$ cat src/rtl/led_blinker_pkg.sv
// Shared types and widths for the multi-channel LED blinker.
// Mode encoding is shared by the top and every channel instance.
package led_blinker_pkg;

    localparam int MODE_W = 2;
    localparam int RATE_W = 2;

    // Number of top counter bits a channel needs to pick its blink tap.
    localparam int BLINK_TAPS = 1 << RATE_W;

    typedef enum logic [MODE_W-1:0] {
        MODE_OFF   = 2'b00,
        MODE_ON    = 2'b01,
        MODE_BLINK = 2'b10,
        MODE_PWM   = 2'b11
    } led_mode_e;

endpackage

$ cat src/rtl/led_pwm_channel.sv
// One LED channel: boundary-loaded shadows, blink/PWM decode and the led flop.
// With LED_BLINKER_BREATHE_EN defined, PWM duty comes from a triangle ramp.
module led_pwm_channel
    import led_blinker_pkg::*;
#(
    parameter int PWM_W = 8
) (
    input  logic                  clk,
    input  logic                  srst,
    input  logic [BLINK_TAPS-1:0] cnt_top_i,
    input  logic [PWM_W-1:0]      cnt_low_i,
    input  logic                  boundary_i,
`ifdef LED_BLINKER_BREATHE_EN
    input  logic                  wrap_i,
`endif
    input  logic [MODE_W-1:0]     mode_i,
    input  logic [RATE_W-1:0]     rate_i,
    input  logic [PWM_W-1:0]      duty_i,
    output logic                  led_o
);

    led_mode_e         mode_q, mode_d;
    logic [RATE_W-1:0] rate_q, rate_d;
    logic [PWM_W-1:0]  duty_q, duty_d;
    logic [PWM_W-1:0]  duty_eff;
    logic              blink_bit;
    logic              led_q, led_d;

    always_comb begin
        mode_d = mode_q;
        rate_d = rate_q;
        duty_d = duty_q;
        if (boundary_i) begin
            mode_d = led_mode_e'(mode_i);
            rate_d = rate_i;
            duty_d = duty_i;
        end
    end

    // cnt_top_i[BLINK_TAPS-1] is the counter MSB; each rate step halves the period.
    always_comb begin
        blink_bit = cnt_top_i[BLINK_TAPS-1];
        case (rate_q)
            2'd1:    blink_bit = cnt_top_i[BLINK_TAPS-2];
            2'd2:    blink_bit = cnt_top_i[BLINK_TAPS-3];
            2'd3:    blink_bit = cnt_top_i[BLINK_TAPS-4];
            default: blink_bit = cnt_top_i[BLINK_TAPS-1];
        endcase
    end

`ifdef LED_BLINKER_BREATHE_EN
    logic [PWM_W-1:0] ramp_q, ramp_d;
    logic             ramp_down_q, ramp_down_d;

    // Endpoints are held for one step while the direction flips.
    always_comb begin
        ramp_d      = ramp_q;
        ramp_down_d = ramp_down_q;
        if (wrap_i) begin
            if (!ramp_down_q) begin
                if (&ramp_q) begin
                    ramp_down_d = 1'b1;
                end else begin
                    ramp_d = ramp_q + 1'b1;
                end
            end else begin
                if (ramp_q == '0) begin
                    ramp_down_d = 1'b0;
                end else begin
                    ramp_d = ramp_q - 1'b1;
                end
            end
        end
    end

    always_ff @(posedge clk) begin
        if (srst) begin
            ramp_q      <= '0;
            ramp_down_q <= 1'b0;
        end else begin
            ramp_q      <= ramp_d;
            ramp_down_q <= ramp_down_d;
        end
    end

    assign duty_eff = ramp_q;
`else
    assign duty_eff = duty_q;
`endif

    always_comb begin
        led_d = 1'b0;
        case (mode_q)
            MODE_OFF:   led_d = 1'b0;
            MODE_ON:    led_d = 1'b1;
            MODE_BLINK: led_d = blink_bit;
            MODE_PWM:   led_d = (cnt_low_i < duty_eff);
            default:    led_d = 1'b0;
        endcase
    end

    always_ff @(posedge clk) begin
        if (srst) begin
            mode_q <= MODE_OFF;
            rate_q <= '0;
            duty_q <= '0;
            led_q  <= 1'b0;
        end else begin
            mode_q <= mode_d;
            rate_q <= rate_d;
            duty_q <= duty_d;
            led_q  <= led_d;
        end
    end

    assign led_o = led_q;

endmodule

$ cat src/rtl/led_blinker_multi.sv
// Multi-channel LED blinker: shared free-running counter plus NUM_CH channels.
// Optional breathing PWM ramp is enabled with LED_BLINKER_BREATHE_EN.
module led_blinker_multi
    import led_blinker_pkg::*;
#(
    parameter int NUM_CH = 3,
    parameter int CNT_W  = 16,
    parameter int PWM_W  = 8
) (
    input  logic                      WB_CLK,
    input  logic                      WB_RST,
    input  logic [MODE_W*NUM_CH-1:0]  mode,
    input  logic [RATE_W*NUM_CH-1:0]  rate,
    input  logic [PWM_W*NUM_CH-1:0]   duty,
    output logic [NUM_CH-1:0]         led,
    output logic                      period_tick
);

    logic [CNT_W-1:0] cnt_q, cnt_d;
    logic             tick_q, tick_d;
    logic             boundary;

    // A boundary is the last cycle of each 2^PWM_W-cycle PWM period.
    assign boundary = &cnt_q[PWM_W-1:0];

    always_comb begin
        cnt_d  = cnt_q + 1'b1;
        tick_d = boundary;
    end

    always_ff @(posedge WB_CLK) begin
        if (WB_RST) begin
            cnt_q  <= '0;
            tick_q <= 1'b0;
        end else begin
            cnt_q  <= cnt_d;
            tick_q <= tick_d;
        end
    end

`ifdef LED_BLINKER_BREATHE_EN
    logic wrap;
    assign wrap = &cnt_q;
`endif

    generate
        for (genvar gi = 0; gi < NUM_CH; gi++) begin : g_ch
            led_pwm_channel #(
                .PWM_W (PWM_W)
            ) u_ch (
                .clk        (WB_CLK),
                .srst       (WB_RST),
                .cnt_top_i  (cnt_q[CNT_W-1 -: BLINK_TAPS]),
                .cnt_low_i  (cnt_q[PWM_W-1:0]),
                .boundary_i (boundary),
`ifdef LED_BLINKER_BREATHE_EN
                .wrap_i     (wrap),
`endif
                .mode_i     (mode[gi*MODE_W +: MODE_W]),
                .rate_i     (rate[gi*RATE_W +: RATE_W]),
                .duty_i     (duty[gi*PWM_W +: PWM_W]),
                .led_o      (led[gi])
            );
        end
    endgenerate

    assign period_tick = tick_q;

endmodule

$ cat config.mk
export PLATFORM = sky130hd
export DESIGN_NAME = led_blinker_multi
export DESIGN_NICKNAME = d
export VERILOG_FILES = /design/src/rtl/led_blinker_pkg.sv /design/src/rtl/led_pwm_channel.sv /design/src/rtl/led_blinker_multi.sv
export SDC_FILE = /design/constraint.sdc
export NUM_CORES = 1
export LEC_CHECK = 0
export CAP_MARGIN = 5
export CORE_UTILIZATION = 55
export DETAILED_ROUTE_END_ITERATION = 6
export PLACE_DENSITY = 0.81
export SLEW_MARGIN = 40
export SYNTH_ARGS = -nofsm -noshare
export SYNTH_HDL_FRONTEND = slang
export SYNTH_SLANG_ARGS = --single-unit
$ cat constraint.sdc
create_clock -name WB_CLK -period 4.4 [get_ports WB_CLK]
set_input_delay 0.88 -clock WB_CLK [delete_from_list [all_inputs] [get_ports WB_CLK]]
set_output_delay 0.88 -clock WB_CLK [all_outputs]
set_load 0.05 [all_outputs]
[Yosys cells after proc, flatten, opt, wreduce, memory -nomap -nowiden]
Cells that the tools add are included.
Storage, ports and cells
  register bits: 56
  input port bits: 38
  output and inout port bits: 4
  logic and storage cells: 46
Operators by class
  add/subtract/negate cells: 1
  order comparisons: 3
  equality and inequality tests: 18
  multiplexer cells: 6
  reduce and logical (&&, ||, !) cells: 4
Operators by type and width (count)
  $eq 2x2->1 const B: 12
  $lt 8x8->1: 3
  $add 16x1->16 const B: 1
  $eq 2x1->1 const B: 6
  $pmux 1 s4: 3
  $pmux 1 s3: 3
  $reduce_and 8->1: 1
  $logic_not 2->1: 3

[Logic depth before layout (Yosys ltp)]
Gate-level depths: netlist of the first run.
  depth after elaboration: 3
  mapped depth: 7
  gate-level depth less buffers: 6

[By module]
From an unflattened synthesis of the first run, not the netlist that was laid out.
Unflattened totals
  cells, all modules: 289
  area total of the unflattened synthesis: 2733.9 µm²
By module, submodules not included
  led_pwm_channel: times used 3, cells an instance 69, area an instance 664.4 µm², sequential area each 260.2 µm²
  led_blinker_multi: times used 1, cells an instance 82, area an instance 740.7 µm², sequential area each 340.3 µm²

[Least setup slack after synthesis of the first run]
No wires, ideal clock.
  path kind: register to register
  start: register cnt_q[0]
  end: register g_ch[0].u_ch.mode_q[1]
  setup time: 0.070 ns
  data arrival time: 1.432 ns
  data required time: 4.330 ns
  path slack: 2.898 ns
  stages on the path, launching flop included: 7
  path buffers: 1
  period minus slack after synthesis: 1.502 ns
  path through: dfxtp_1 > ha_1 > nand4_1 > nor2_2 > buf_2 > nand2_1 > a21oi_1
Between the ends
  longest elaborated chain between the ends: 1
Ends and longest elaborated chain
  start, declared: RTL line led_blinker_multi.sv:19  | logic [CNT_W-1:0] cnt_q, cnt_d;
  start signal, assigned: RTL line led_blinker_multi.sv:36  | cnt_q <= cnt_d;
  $reduce_and 8->1: RTL line led_blinker_multi.sv:24  | assign boundary = &cnt_q[PWM_W-1:0];
  end signal, assigned: RTL line led_pwm_channel.sv:109  | mode_q <= mode_d;
  end, declared: RTL line led_pwm_channel.sv:22  | led_mode_e mode_q, mode_d;
Every way passes these cells.
A chain may end at the register's enable or synchronous reset.

[Worst setup path after layout of the first run]
  start: register g_ch[0].u_ch.led_q
  end: output port led[0]
RTL lines
  start, declared: RTL line led_pwm_channel.sv:27  | logic led_q, led_d;
  start signal, assigned: RTL line led_pwm_channel.sv:112  | led_q <= led_d;
  end, declared: RTL line led_blinker_multi.sv:15  | output logic [NUM_CH-1:0] led,
No word-level cell between the ends.

==> results.md, run 1 <==
* Die Area at 5235 um^2
* Num CTS Buffers at 5
* Share of cells above drive strength 1 at 0.06371
* Via count at 2312
* Layout area overhead at 18.98%
* Final worst slack at 2.081 ns
* Setup Buffers After CTS at 0
* Critical path class: register to primary output
* Crit path buffers/inverters at 1
* Leak Pwr at 1.114 nW
* Max Fclk at 431.2 MHz
* DR vias/cell at 5.402
* First-pass GRT wire length at 9535 um
* Async set-or-reset flop fraction in the synthesized netlist at 0
* Worst hold margin at 0.4595 ns
* Tightest Pin Transition at 0.6096 ns
* Largest net degree at the start of global routing at 60
* Mapped cell area at 2723 um^2
* Nets at 420
* Hold Fails Final Rpt at 0
* Worst reg2reg path startpoint: cnt_q[0]
* Worst skew pair latency at 0.32 ns
* Number of antenna-violating nets in the routed design at 0
* Crit Path Max Fanout at 1
* IO Pins at 42
* Setup Skew at 0.01110 ns
* Port Buffers at 41
* Critical Path End: led[0]
* CTS Root Buffer Type: clkbuf_8
* Final Cycle Share at 0.5271
* Register bit count reported by yosys at 56
* Die span in x at 72.36 um
* GRT overflow at 0
* WP data required at 3.52 ns
* Detailed-route DRC error count at 0
* Synth Warn # at 0
* Post-place setup slack at 2.273 ns
* Crit end category: primary output
* CP arrival at 1.44 ns
* Setup TNS at 0 ns
* Core area at 4755 um^2
* CTS Hold Buffers Added at 0
* RSZ-0062 raised after global routing: false
* Crit path depth at 1
* Delay-heaviest family, CP: buffers and inverters
* Sink Count at 56
* Final slew viol count at 0
* Setup violators final at 0
* CTS clk-pin slew, worst paths at 0.10 ns
* Slew headroom at 0.5932
* Drt pass-1 iters at 4
* Mapped Cells at 327
* Initial Util at 0.5726
* Maxcap violations at 0
* PostCTS Resize Cnt at 0
* R2r worst-path depth at 6
* Power Density at 289.0 nW/um^2
* Reg-to-Reg End: g_ch[0].u_ch.mode_q[1]
* Clock Path Buffers at 2
* TritonCTS clock tree: built
* Beginning of the critical path: g_ch[0].u_ch.led_o
* Syn nets at 387
* Gpl congestion at 0.8030
* Setup crit start kind: register
* HPWL Detailed at 3940 um
* DR WL/cell at 13.53 um
* CP max stage cell: clkdlybuf4s50_1
* Final wirelength at 5790 um
* Std-Cell Rows at 25
* Flop-to-flop setup slack at 2.24 ns
* Vias in the first global route at 2053
* Worst vdd ir at 220.2 uV
* Initial antenna violation count at 0
* DR iter-0 viols at 137
* N_diodes at 0
* Gr usage total at 0.2360
* Tmin final at 2.319 ns
* Crit-path cells: clkdlybuf4s50_1
* Synthesized area per cell at 8.326 um^2
* Post-synth EDFFs at 0
* Post-synth cell types at 39
* Hold Crit Class: register to register
* H-tree Lvls at 2
* Sequential element share of the synthesized area at 0.4118
* Ys flop type: dfxtp_1
* Critical path's largest stage delay at 0.80 ns
* Outcome: completed
* Die Span Y at 72.36 um
## cells by family after synthesis
group | Yosys count | synth area share
DFF | 56 | 0.4118
AOI/OAI and AO/OA | 60 | 0.1199
buffers and inverters | 39 | 0.07123
muxes | 5 | 0.03309
adders and majority gates | 22 | 0.1011
xor gates and xnor gates | 11 | 0.03539
and+or+nand+nor | 134 | 0.2275
## final cells by class
cell class | instances | area, um^2
inverters | 22 | 82.58
clock inverters | 2 | 38.79
well taps | 67 | 83.83
fillers | 396 | 1515
multi-input cells | 232 | 1408
repair buffers | 43 | 422.9
flip-flops and latches | 56 | 1121
clock buffers | 6 | 82.58
## cells in the mapped netlist, drive strengths merged (2+ instances only)
| cell | n | area share |
|---|---|---|
| buf | 10 | 0.024 |
| xnor2 | 4 | 0.013 |
| a211oi | 2 | 0.0055 |
| mux2 | 2 | 0.0083 |
| ha | 22 | 0.10 |
| o31ai | 3 | 0.0083 |
| nor2 | 26 | 0.037 |
| nand4 | 8 | 0.024 |
| o21ai | 10 | 0.018 |
| inv | 22 | 0.030 |
| nand2 | 78 | 0.11 |
| nor3b | 3 | 0.0083 |
| and3 | 2 | 0.0069 |
| and4 | 3 | 0.011 |
| clkbuf | 7 | 0.017 |
| a21oi | 41 | 0.075 |
| nand3 | 5 | 0.011 |
| mux4 | 3 | 0.025 |
| or3 | 2 | 0.0046 |
| nor2b | 2 | 0.0046 |
| xor2 | 7 | 0.023 |
| dfxtp | 56 | 0.41 |
## sequential cells by signal, summed over array words and instances (netlist names)
name	flops
g_ch.u_ch.duty_eff	24
cnt_q	16
g_ch.u_ch.mode_q	6
g_ch.u_ch.rate_q	6
g_ch.u_ch.led_o	3
period_tick	1
## placed cells by master, fill, tap and decap left out, types with 2 or more instances in the layout
master	instances
buf_4	3
mux4_2	3
nor2_1	25
clkbuf_8	6
a21oi_1	41
nand2_1	78
dfxtp_1	56
o31ai_1	3
xor2_1	7
nor2b_1	2
mux2_2	2
ha_1	22
clkdlybuf4s50_1	40
nand3_1	4
nor3b_1	3
xnor2_1	4
nand4_1	7
a211oi_1	2
inv_1	22
or3_1	2
o21ai_0	10
## through the flow
stage | area, um^2 | utilization | total power (W) | instances
2_1_floorplan | 2723 | - | 0.0005459 | 327
3_3_place_gp | 3115 | 0.6553 | 0.0005828 | 420
3_5_place_dp | 3118 | 0.6558 | 0.0005835 | 420
4_1_cts | 3239 | 0.6813 | 0.0009363 | 428
5_1_grt | 3239 | 0.6813 | 0.0009683 | 428
6_report | 3239 | 0.6813 | 0.0009361 | 428
## how the worst min path moves through the flow
stage                                         from                  endpoint  depth (start not counted)
after floorplan           g_ch[0].u_ch.duty_eff[0]  g_ch[0].u_ch.duty_eff[0]                          2
after global placement    g_ch[0].u_ch.duty_eff[0]  g_ch[0].u_ch.duty_eff[0]                          2
after detailed placement  g_ch[0].u_ch.duty_eff[1]  g_ch[0].u_ch.duty_eff[1]                          2
after CTS                 g_ch[0].u_ch.duty_eff[1]  g_ch[0].u_ch.duty_eff[1]                          2
after global routing      g_ch[2].u_ch.duty_eff[7]  g_ch[2].u_ch.duty_eff[7]                          2
final                     g_ch[0].u_ch.duty_eff[1]  g_ch[0].u_ch.duty_eff[1]                          2
## per-layer routing
metal | wire length [um] | global-route usage | share of wire
met1 | 2721 | 0.3162 | 0.47
met2 | 2709 | 0.3811 | 0.47
met3 | 275 | 0.05000 | 0.047
met4 | 83 | 0.07407 | 0.014
met5 | 0 | 0 | 0
## report_power, final
part           internal [W]   total, W  switching [W]
Sequential         0.000509   0.000515     0.00000582
Clock              0.000187   0.000363       0.000177
Combinational     0.0000366  0.0000581      0.0000215
Total              0.000732   0.000936       0.000204
No activity file was read; power rests on OpenSTA's default activity.
==> inputs of run 2 (changes only) <==
--- a/config.mk
+++ b/config.mk
@@ -6,9 +6,9 @@
 export NUM_CORES = 1
 export LEC_CHECK = 0
 export CAP_MARGIN = 5
-export CORE_UTILIZATION = 55
+export CORE_UTILIZATION = 48
 export DETAILED_ROUTE_END_ITERATION = 6
-export PLACE_DENSITY = 0.81
+export PLACE_DENSITY = 0.75
 export SLEW_MARGIN = 40
 export SYNTH_ARGS = -nofsm -noshare
 export SYNTH_HDL_FRONTEND = slang
==> constraint.sdc (replaced) <==
create_clock -name WB_CLK -period 2.1 [get_ports WB_CLK]
set_input_delay 0.42 -clock WB_CLK [delete_from_list [all_inputs] [get_ports WB_CLK]]
set_output_delay 0.42 -clock WB_CLK [all_outputs]
set_load 0.05 [all_outputs]
==> run 2 against run 1 <==
  * Non-clock buffer count grew 5
  * Worst setup slack lost 1.8 ns
  * Total power grew 110%
  * First-iteration DRC count shrank 42%
  * Highest routed layer unchanged
==> results.md, run 2 (synthesis gave the netlist of run 1 again) <==
* Most frequent cells in the layout: nand2_1, dfxtp_1, a21oi_1 (unchanged)
* Reg-to-Reg End: cnt_q[14] (was g_ch[0].u_ch.mode_q[1])
* Core area at 5473 um^2 (was 4755 um^2)
* Via count at 2231 (was 2312)
* Final worst slack at 0.2469 ns (was 2.081 ns)
* Drt pass-1 iters at 4 (unchanged)
* Gpl congestion at 0.8419 (was 0.8030)
* Die Span Y at 77.32 um (was 72.36 um)
* IO Pins at 42 (unchanged)
* Port Buffers at 41 (unchanged)
* Maxcap violations at 0 (unchanged)
* Largest register FFs at 24 (unchanged)
* GRT overflow at 0 (unchanged)
* Most common cell after layout, fill and taps aside: nand2_1 (unchanged)
* Final wirelength at 5704 um (was 5790 um)
* Hold Startpoint: g_ch[2].u_ch.duty_eff[0] (was g_ch[0].u_ch.duty_eff[1])
* DR WL/cell at 13.02 um (was 13.53 um)
* Setup Buffers After CTS at 0 (unchanged)
* RSZ-0062 raised after global routing: false (unchanged)
* Finished Layout Cells at 438 (was 428)
* Post-place setup slack at 0.4668 ns (was 2.273 ns)
* First-pass GRT wire length at 9901 um (was 9535 um)
* Sink Count at 56 (unchanged)
* Crit-path cells: clkdlybuf4s50_1 (unchanged)
* CTS Hold Buffers Added at 0 (unchanged)
* CP max stage cell: clkdlybuf4s50_1 (unchanged)
* Die Area at 5978 um^2 (was 5235 um^2)
* Delay-heaviest family, CP: buffers and inverters (unchanged)
* Slew headroom at 0.6007 (was 0.5932)
* HPWL Detailed at 4149 um (was 3940 um)
* Gr usage total at 0.2101 (was 0.2360)
* Vias in the first global route at 2144 (was 2053)
* Die span in x at 77.32 um (was 72.36 um)
* Detailed-route DRC error count at 0 (unchanged)
* Setup violators final at 0 (unchanged)
* Std-Cell Rows at 27 (was 25)
* N_diodes at 0 (unchanged)
* WP data required at 1.68 ns (was 3.52 ns)
* Worst skew pair latency at 0.32 ns (about the same)
* Final Cycle Share at 0.8824
* Crit end category: primary output (unchanged)
* Hold Crit Class: register to register (unchanged)
* Final slew viol count at 0 (unchanged)
* Critical path class: register to primary output (unchanged)
* Number of antenna-violating nets in the routed design at 0 (unchanged)
* Setup Skew at 0.008702 ns (was 0.01110 ns)
* Tmin final at 1.853 ns
* FF/Latch Area at 1121 um^2 (unchanged)
* DR vias/cell at 5.094 (was 5.402)
* Layout area overhead at 20.68% (was 18.98%)
* Largest net degree at the start of global routing at 33 (was 60)
* PostCTS Resize Cnt at 0 (unchanged)
* Crit path buffers/inverters at 1 (unchanged)
* CTS clk-pin slew, worst paths at 0.09 ns (was 0.10 ns)
* Num CTS Buffers at 5 (unchanged)
* Outcome: completed (unchanged)
* Hold Fails Final Rpt at 0 (unchanged)
* Multi-input logic area at 1408 um^2 (unchanged)
* DR iter-0 viols at 79 (was 137)
* Flop-to-flop setup slack at 0.44 ns (was 2.24 ns)
* Post-Place Cells at 430 (was 420)
* Worst Hold Depth at 2 (unchanged)
* Critical path's largest stage delay at 0.79 ns (was 0.80 ns)
* Nets at 425 (was 420)
* Power Density at 597.0 nW/um^2 (was 289.0 nW/um^2)
* Fill cells at 499 (was 396)
* CTS Root Buffer Type: clkbuf_8 (unchanged)
* Setup TNS at 0 ns (unchanged)
* Share of cells above drive strength 1 at 0.07650 (was 0.06371)
* Worst vdd ir at 367.9 uV (was 220.2 uV)
* Worst reg2reg path startpoint: cnt_q[0] (unchanged)
* Tightest Pin Transition at 0.5990 ns (was 0.6096 ns)
* CP arrival at 1.43 ns (was 1.44 ns)
* Crit Path Max Fanout at 1 (unchanged)
* Setup crit start kind: register (unchanged)
* Max Fclk at 539.6 MHz
* Clock Path Buffers at 2 (unchanged)
* Leak Pwr at 1.141 nW (was 1.114 nW)
* R2r worst-path depth at 5 (was 6)
* H-tree Lvls at 2 (unchanged)
* Power, Total at 0.001961 W (was 0.0009361 W)
* Worst hold margin at 0.4545 ns (was 0.4595 ns)
* Initial Util at 0.4975 (was 0.5726)
* Endpoint, Worst Hold: g_ch[2].u_ch.duty_eff[0] (was g_ch[0].u_ch.duty_eff[1])
* Initial antenna violation count at 0 (unchanged)
* TritonCTS clock tree: built (unchanged)
-- run 2: worst max path at each step --
| stage | startpoint | slack [ns] | cells past startpoint | to |
|---|---|---|---|---|
| floorplan | cnt_q[0] | 0.60 | 6 | g_ch[0].u_ch.mode_q[1] |
| global placement | cnt_q[0] | 0.54 | 5 | cnt_q[14] |
| detailed placement | cnt_q[0] | 0.47 | 5 | cnt_q[14] |
| CTS | g_ch[1].u_ch.led_o | 0.24 | 1 | led[1] |
| global route | g_ch[0].u_ch.led_o | 0.20 | 1 | led[0] |
| finish | g_ch[1].u_ch.led_o | 0.25 | 1 | led[1] |
-- run 2: power by group --
group	switching (W)	leakage, nW	internal, W
logic	0.0000459	0.625	0.0000790
clock network	0.000340	0.0645	0.000421
registers	0.00000977	0.451	0.00107
total	0.000396	1.14	0.00157
-- run 2: layout make-up --
class	instances	area share
Sequential cell	56	0.3412
Clock inverter	1	0.009139
Inverter	22	0.02513
Multi-Input combinational cell	232	0.4284
Clock buffer	7	0.02932
Timing Repair Buffer	48	0.1394
Tap cell	72	0.02742
-- run 2: layer usage --
layer,part of all wire,track usage,routed length [um],vias to the layer above
met1,0.47,0.2790,2693,1006
met3,0.042,0.03571,239,12
met2,0.46,0.3336,2645,42
met5,0,0,0,-
met4,0.022,0.09057,125,0
li1,-,-,-,1171
-- run 2: metrics by stage --
step                instance area (um^2)  utilization
finish                              3286       0.6004
global route                        3286       0.6004
CTS                                 3286       0.6004
detailed placement                  3159       0.5773
global placement                    3159       0.5773
floorplan                           2723            -
-- run 2: worst register-to-register path, stage by stage, from the launching register on --
cell and delay (ns):
dfxtp_1 0.47, ha_1 0.27, and4_1 0.25, nand2_1 0.12, or3_1 0.36, a21oi_1 0.14
